File: src/rtl/mem_sched_pkg.sv
// Shared types and default parameters for the memory scheduler.
//   sched_state_t : scheduler FSM state encoding
//   DEF_*         : default values for the mem_scheduler / rr_picker parameters
//   idx_width()   : width of an index into n items (at least 1 bit)
package mem_sched_pkg;

    typedef enum logic [1:0] {
        IDLE  = 2'd0,
        READ  = 2'd1,
        WRITE = 2'd2
    } sched_state_t;

    localparam int DEF_NUM_CLIENTS     = 8;
    localparam int DEF_ADDR_SIZE       = 16;
    localparam int DEF_WRITE_DATA_SIZE = 32;
    localparam int DEF_READ_DATA_SIZE  = 512;
    localparam int DEF_TIMEOUT_CYCLES  = 255;

    function automatic int idx_width(input int n);
        return (n > 1) ? $clog2(n) : 1;
    endfunction

endpackage

File: src/rtl/rr_picker.sv
// Combinational round-robin picker.
//   req   : request vector, one bit per client
//   last  : index of the most recently served client
//   grant : one-hot grant of the first requester above 'last' (wrapping)
//   idx   : binary index of the granted client
//   any   : at least one request present
module rr_picker
    import mem_sched_pkg::*;
#(
    parameter int N  = DEF_NUM_CLIENTS,
    parameter int IW = idx_width(N)
) (
    input  logic [N-1:0]  req,
    input  logic [IW-1:0] last,
    output logic [N-1:0]  grant,
    output logic [IW-1:0] idx,
    output logic          any
);

    always_comb begin
        logic [IW-1:0] cand;
        grant = '0;
        idx   = '0;
        any   = 1'b0;
        cand  = '0;
        // Visit last+1 .. last+N (mod N); the first hit wins.
        for (int i = 1; i <= N; i++) begin
            cand = IW'((int'(last) + i) % N);
            if (!any && req[cand]) begin
                any         = 1'b1;
                grant[cand] = 1'b1;
                idx         = cand;
            end
        end
    end

endmodule

File: src/rtl/mem_scheduler.sv
// Round-robin memory scheduler: serves one client read or write at a time.
//   clk, rst                     : clock, asynchronous active-high reset
//   client_read_*/client_write_* : per-client level requests with address/data
//   client_read_data             : last completed read line (shared)
//   client_read_valid/_write_done: one-cycle one-hot completion pulses
//   mem_read_*/mem_write_*       : memory command outputs, completion inputs
//   busy                         : transaction in progress
//   timeout_err                  : one-cycle pulse when a transaction is aborted
//
// state | meaning
// IDLE  | waiting for an unmasked request
// READ  | mem_read_en held, waiting for mem_read_valid or timeout
// WRITE | mem_write_en held, waiting for mem_write_done or timeout
module mem_scheduler
    import mem_sched_pkg::*;
#(
    parameter int NUM_CLIENTS     = DEF_NUM_CLIENTS,
    parameter int ADDR_SIZE       = DEF_ADDR_SIZE,
    parameter int WRITE_DATA_SIZE = DEF_WRITE_DATA_SIZE,
    parameter int READ_DATA_SIZE  = DEF_READ_DATA_SIZE,
    parameter int TIMEOUT_CYCLES  = DEF_TIMEOUT_CYCLES
) (
    input  logic                                        clk,
    input  logic                                        rst,
    input  logic [NUM_CLIENTS-1:0]                      client_read_en,
    input  logic [NUM_CLIENTS-1:0][ADDR_SIZE-1:0]       client_read_addr,
    input  logic [NUM_CLIENTS-1:0]                      client_write_en,
    input  logic [NUM_CLIENTS-1:0][ADDR_SIZE-1:0]       client_write_addr,
    input  logic [NUM_CLIENTS-1:0][WRITE_DATA_SIZE-1:0] client_write_data,
    output logic [READ_DATA_SIZE-1:0]                   client_read_data,
    output logic [NUM_CLIENTS-1:0]                      client_read_valid,
    output logic [NUM_CLIENTS-1:0]                      client_write_done,
    output logic                                        mem_read_en,
    output logic [ADDR_SIZE-1:0]                        mem_read_addr,
    output logic                                        mem_write_en,
    output logic [ADDR_SIZE-1:0]                        mem_write_addr,
    output logic [WRITE_DATA_SIZE-1:0]                  mem_write_data,
    input  logic [READ_DATA_SIZE-1:0]                   mem_read_data,
    input  logic                                        mem_read_valid,
    input  logic                                        mem_write_done,
    output logic                                        busy,
    output logic                                        timeout_err
);

    localparam int IW = idx_width(NUM_CLIENTS);
    localparam int CW = idx_width(TIMEOUT_CYCLES);

    sched_state_t     state, state_next;
    logic [IW-1:0]    last_grant;
    logic [IW-1:0]    cur_idx;
    logic [CW-1:0]    wait_cnt;

    logic [NUM_CLIENTS-1:0] req_vec;
    logic [NUM_CLIENTS-1:0] pick_onehot;
    logic [IW-1:0]          pick_idx;
    logic                   pick_any;
    logic                   pick_is_write;
    logic                   rd_done, wr_done, tmo;

    // A client whose completion is being reported this cycle sits out one round.
    assign req_vec       = (client_read_en | client_write_en) & ~(client_read_valid | client_write_done);
    // Write takes priority when a client asserts both.
    assign pick_is_write = |(pick_onehot & client_write_en);

    rr_picker #(
        .N  (NUM_CLIENTS),
        .IW (IW)
    ) u_picker (
        .req   (req_vec),
        .last  (last_grant),
        .grant (pick_onehot),
        .idx   (pick_idx),
        .any   (pick_any)
    );

    always_ff @(posedge clk or posedge rst) begin
        if (rst) state <= IDLE;
        else     state <= state_next;
    end

    always_comb begin
        state_next = state;
        rd_done    = 1'b0;
        wr_done    = 1'b0;
        tmo        = 1'b0;
        case (state)
            IDLE: begin
                if (pick_any) state_next = pick_is_write ? WRITE : READ;
            end
            READ: begin
                if (mem_read_valid) begin
                    rd_done    = 1'b1;
                    state_next = IDLE;
                end else if (wait_cnt == '0) begin
                    tmo        = 1'b1;
                    state_next = IDLE;
                end
            end
            WRITE: begin
                if (mem_write_done) begin
                    wr_done    = 1'b1;
                    state_next = IDLE;
                end else if (wait_cnt == '0) begin
                    tmo        = 1'b1;
                    state_next = IDLE;
                end
            end
            default: state_next = IDLE;
        endcase
    end

    always_ff @(posedge clk or posedge rst) begin
        if (rst) begin
            last_grant        <= IW'(NUM_CLIENTS - 1);
            cur_idx           <= '0;
            wait_cnt          <= '0;
            client_read_data  <= '0;
            client_read_valid <= '0;
            client_write_done <= '0;
            mem_read_en       <= 1'b0;
            mem_read_addr     <= '0;
            mem_write_en      <= 1'b0;
            mem_write_addr    <= '0;
            mem_write_data    <= '0;
            busy              <= 1'b0;
            timeout_err       <= 1'b0;
        end else begin
            client_read_valid <= '0;
            client_write_done <= '0;
            timeout_err       <= 1'b0;
            busy              <= (state_next != IDLE);
            case (state)
                IDLE: begin
                    if (pick_any) begin
                        cur_idx  <= pick_idx;
                        // Down-counter reaches zero in the TIMEOUT_CYCLES-th wait cycle.
                        wait_cnt <= CW'(TIMEOUT_CYCLES - 1);
                        if (pick_is_write) begin
                            mem_write_en   <= 1'b1;
                            mem_write_addr <= client_write_addr[pick_idx];
                            mem_write_data <= client_write_data[pick_idx];
                        end else begin
                            mem_read_en    <= 1'b1;
                            mem_read_addr  <= client_read_addr[pick_idx];
                        end
                    end
                end
                default: begin
                    if (wait_cnt != '0) wait_cnt <= wait_cnt - 1'b1;
                    if (rd_done) begin
                        client_read_data           <= mem_read_data;
                        client_read_valid[cur_idx] <= 1'b1;
                    end
                    if (wr_done) client_write_done[cur_idx] <= 1'b1;
                    if (tmo)     timeout_err <= 1'b1;
                    if (rd_done || wr_done || tmo) begin
                        mem_read_en  <= 1'b0;
                        mem_write_en <= 1'b0;
                        last_grant   <= cur_idx;
                    end
                end
            endcase
        end
    end

endmodule
File: config.mk
export PLATFORM = sky130hd
export DESIGN_NAME = mem_scheduler
export DESIGN_NICKNAME = d
export VERILOG_FILES = /design/src/rtl/mem_sched_pkg.sv /design/src/rtl/rr_picker.sv /design/src/rtl/mem_scheduler.sv
export SDC_FILE = /design/constraint.sdc
export NUM_CORES = 1
export LEC_CHECK = 0
export ABC_AREA = 1
export CAP_MARGIN = 15
export CELL_PAD_IN_SITES_DETAIL_PLACEMENT = 0
export CELL_PAD_IN_SITES_GLOBAL_PLACEMENT = 1
export CORE_AREA = 2 2 640 642
export CTS_CLUSTER_DIAMETER = 120
export DETAILED_ROUTE_END_ITERATION = 10
export DIE_AREA = 0 0 642 644
export PLACE_DENSITY = 0.34
export SLEW_MARGIN = 40
export SYNTH_ARGS = -nofsm -noshare
export SYNTH_HDL_FRONTEND = slang
export SYNTH_SLANG_ARGS = --single-unit
File: constraint.sdc
create_clock -name clk -period 28 [get_ports clk]
set_clock_uncertainty 0.2 [all_clocks]
set_input_delay 7 -clock clk [delete_from_list [all_inputs] [get_ports clk]]
set_output_delay 7 -clock clk [all_outputs]
set_load 0.005 [all_outputs]
==> out/results.tsv <==
metric	value	unit
status	completed	
syn_area_per_cell	6.81	um2
fmax	0.0826	GHz
Placed Instances	11500	
CP Capture Type	flip-flop	
HPWL after DPL	262000	um
pin count of the biggest net entering global routing	148	
startpoint type of the worst setup path	input port	
row count	235	
synthesized cell area	0.0316	mm2
M1 GR Usage	14.6	%
Global Route Usage Sum	14.8	%
1st-iter DRT viols	2255	
CTS buffer count	105	
max-slew violation count	0	
count of mapped cells out of synthesis	4643	
Util after Layout	14.2	%
Detailed Routing Iterations Pass 1	5	
P_leak	0.0275	uW
synth warn	0	
io pins	1640	
Period Utilization, post-route	43.3	%
layout cells sized above 1	4.33	%
die height	644	um
met2 Use GR	28.8	%
global-route wire length before repair	410000	um
RSZ-0062 raised after global routing	no	
Initial Util	7.76	%
sequential share of the synthesized area	48.5	%
Filler cells	47100	
Clock Tree Buf Depth	4	
Routed Antenna Nets	0	
hold crit path type	flip-flop to flip-flop	
WS Path Type	input port to flip-flop	
Worst-path clk slew	50	ps
clock latency on the worst-skew pair	820	ps
Nets	7253	
Post-CTS Setup Inserts	0	
Syn-to-layout area delta	82.8	%
WL/cell	27.0	um
max-cap viol count	0	
RePlAce Congestion	0.916	
Slew headroom	41.7	%
critical path arrival	12570	ps
core area	0.408	mm2
Via-to-Cell Ratio	3.13	
Final Non-Filler Cells	11800	
Worst R2R Start	last_grant[0]	
final setup fails	0	
Post-Route WL	317000	um
hold wc startpoint	wait_cnt[0]	
Hold-fix buffers, CTS	0	
die area	0.413	mm2
Yosys cell types	41	
Final Hold Viols	0	
Clock Sinks	612	
Die Wd	642	um
Post-Syn Nets	5699	
flops & latches, synth	612	
port bufs	1639	
r2r setup slk	20340	ps
Worst Hold End	wait_cnt[0]	
GRT busiest layer	met2	
grt total ovfl	0	
hold depth	1	
clock tree from TritonCTS	built	
H-tree depth	3	
CP required	28460	ps
Worst R2R Path Depth	24	
DR DRC count	0	
Peak VDD IR	0.157	mV
Min Clock Period, post-route	12110	ps
measured slew at the worst slew-check pin	874	ps
Reg2Reg Capture Point	mem_write_data[8]	
post-route setup TNS	0	ps
antenna violations before repair	217	
vias in the first global route	38700	
Root Driver	clkbuf_16	
via count	36800	
cts repair resizes	0	
Critical Path Fanout Max	72	
pwr/cell area	144	mW/mm2
met3 global-route usage	5.60	%
==> cell type report <==
class                      instances  area, um2  area share, %
timing repair buffer            1690      16900           29.2
sequential                       612      15300           26.5
multi-input combinational       3203      13000           22.5
tap                             5451       6820           11.8
clock buffer                     148       2970           5.14
inverter                         585       2230           3.85
clock inverter                    40        468          0.810
antenna                           42        105          0.182
==> critical path, cell delays in order <==
cell and delay [ps]:
clkdlybuf4s50_1 530, inv_1 60, nand2_1 110, nand3_1 110
nand3_1 200, nand2_1 100, o21bai_1 510, nand4_1 680
nand3_1 280, nand2_1 120, nand3_4 330, buf_4 540
buf_4 630, buf_6 590, nand2_1 100, nand3_1 110
nand2_1 70, nand2_1 130, nand2_1 80, nand2_1 60
nand2_1 50
==> worst max-delay path by stage <==
stage,startpoint,slack [ps],to,depth (start not counted)
6_report,client_write_en[0],15890,mem_write_data[8],21
5_1_grt,client_write_en[0],15470,mem_write_data[7],21
4_1_cts,client_write_en[0],15500,mem_write_data[7],22
3_5_place_dp,client_write_en[0],14600,mem_write_data[7],22
3_3_place_gp,client_write_en[0],14630,mem_write_data[8],22
2_1_floorplan,rst,3670,busy,1
==> cells by family after synthesis <==
family                     Yosys count  share of synthesized area, %
AOI/OAI and AO/OA                   33                         0.637
xor gates and xnor gates             1                        0.0277
adders and majority gates           12                         0.475
buffers and inverters              828                          10.6
DFF                                612                          48.5
and+or+nand+nor                   3157                          39.8
==> routing by layer <==
metal | vias up | routed length (um)
met4 | 50 | 10200
met1 | 17900 | 110000
met5 | - | 320
li1 | 17000 | -
met2 | 1391 | 171000
met3 | 530 | 25500
==> flip-flops by register name, indices dropped and copies added, names as in the netlist <==
register / count
client_read_data: 512
mem_write_data: 32
mem_read_addr: 16
mem_write_addr: 16
client_read_valid: 8
client_write_done: 8
wait_cnt: 8
cur_idx: 3
last_grant: 3
state: 2
busy: 1
mem_read_en: 1
mem_write_en: 1
timeout_err: 1
==> synth_stat cells, drive strengths merged <==
cell type / number / area [um2]
nand3b: 2 / 15.0
a21oi: 4 / 31.3
ha: 12 / 150
nor3: 17 / 90.1
inv: 585 / 2200
o211ai: 2 / 20.0
dfrtp: 609 / 15200
o21bai: 2 / 15.0
clkbuf: 126 / 473
o22ai: 2 / 12.5
o21ai: 21 / 109
buf: 117 / 678
nand4: 22 / 156
nand2: 2623 / 9880
a22oi: 1 / 7.51
nand3: 404 / 2060
a31oi: 1 / 6.26
nor2: 86 / 358
dfstp: 3 / 78.8
or2: 3 / 21.3
xnor2: 1 / 8.76
==> metrics by stage <==
| step | power, uW | setup WS, ps | instance area, um2 | hold WS (ps) |
|---|---|---|---|---|
| after floorplan | 4260 | 3670 | 31600 | 243 |
| after global placement | 7310 | 14630 | 54200 | 253 |
| after detailed placement | 7240 | 14600 | 54200 | 258 |
| after CTS | 8700 | 15500 | 57600 | 270 |
| after global routing | 9130 | 15470 | 57700 | 284 |
| final | 8330 | 15890 | 57800 | 268 |
==> power by group <==
part	total, uW	internal (uW)	switching [uW]	leakage [uW]
sequential	1560	1280	284	0.00772
combinational	5410	1760	3650	0.0181
clock	1360	808	549	0.00168
==> layout by cell type, fill, tap and decap left out, types with 19 or more instances in the layout <==
master,instances
nand2_1,2616
clkbuf_16,105
buf_4,32
diode_2,42
nor2_1,75
inv_1,574
dfrtp_1,609
clkbuf_1,25
nand3_1,398
clkdlybuf4s50_1,1629
nand4_1,19
clkinv_2,20
Power figures use the tool's default switching activity.
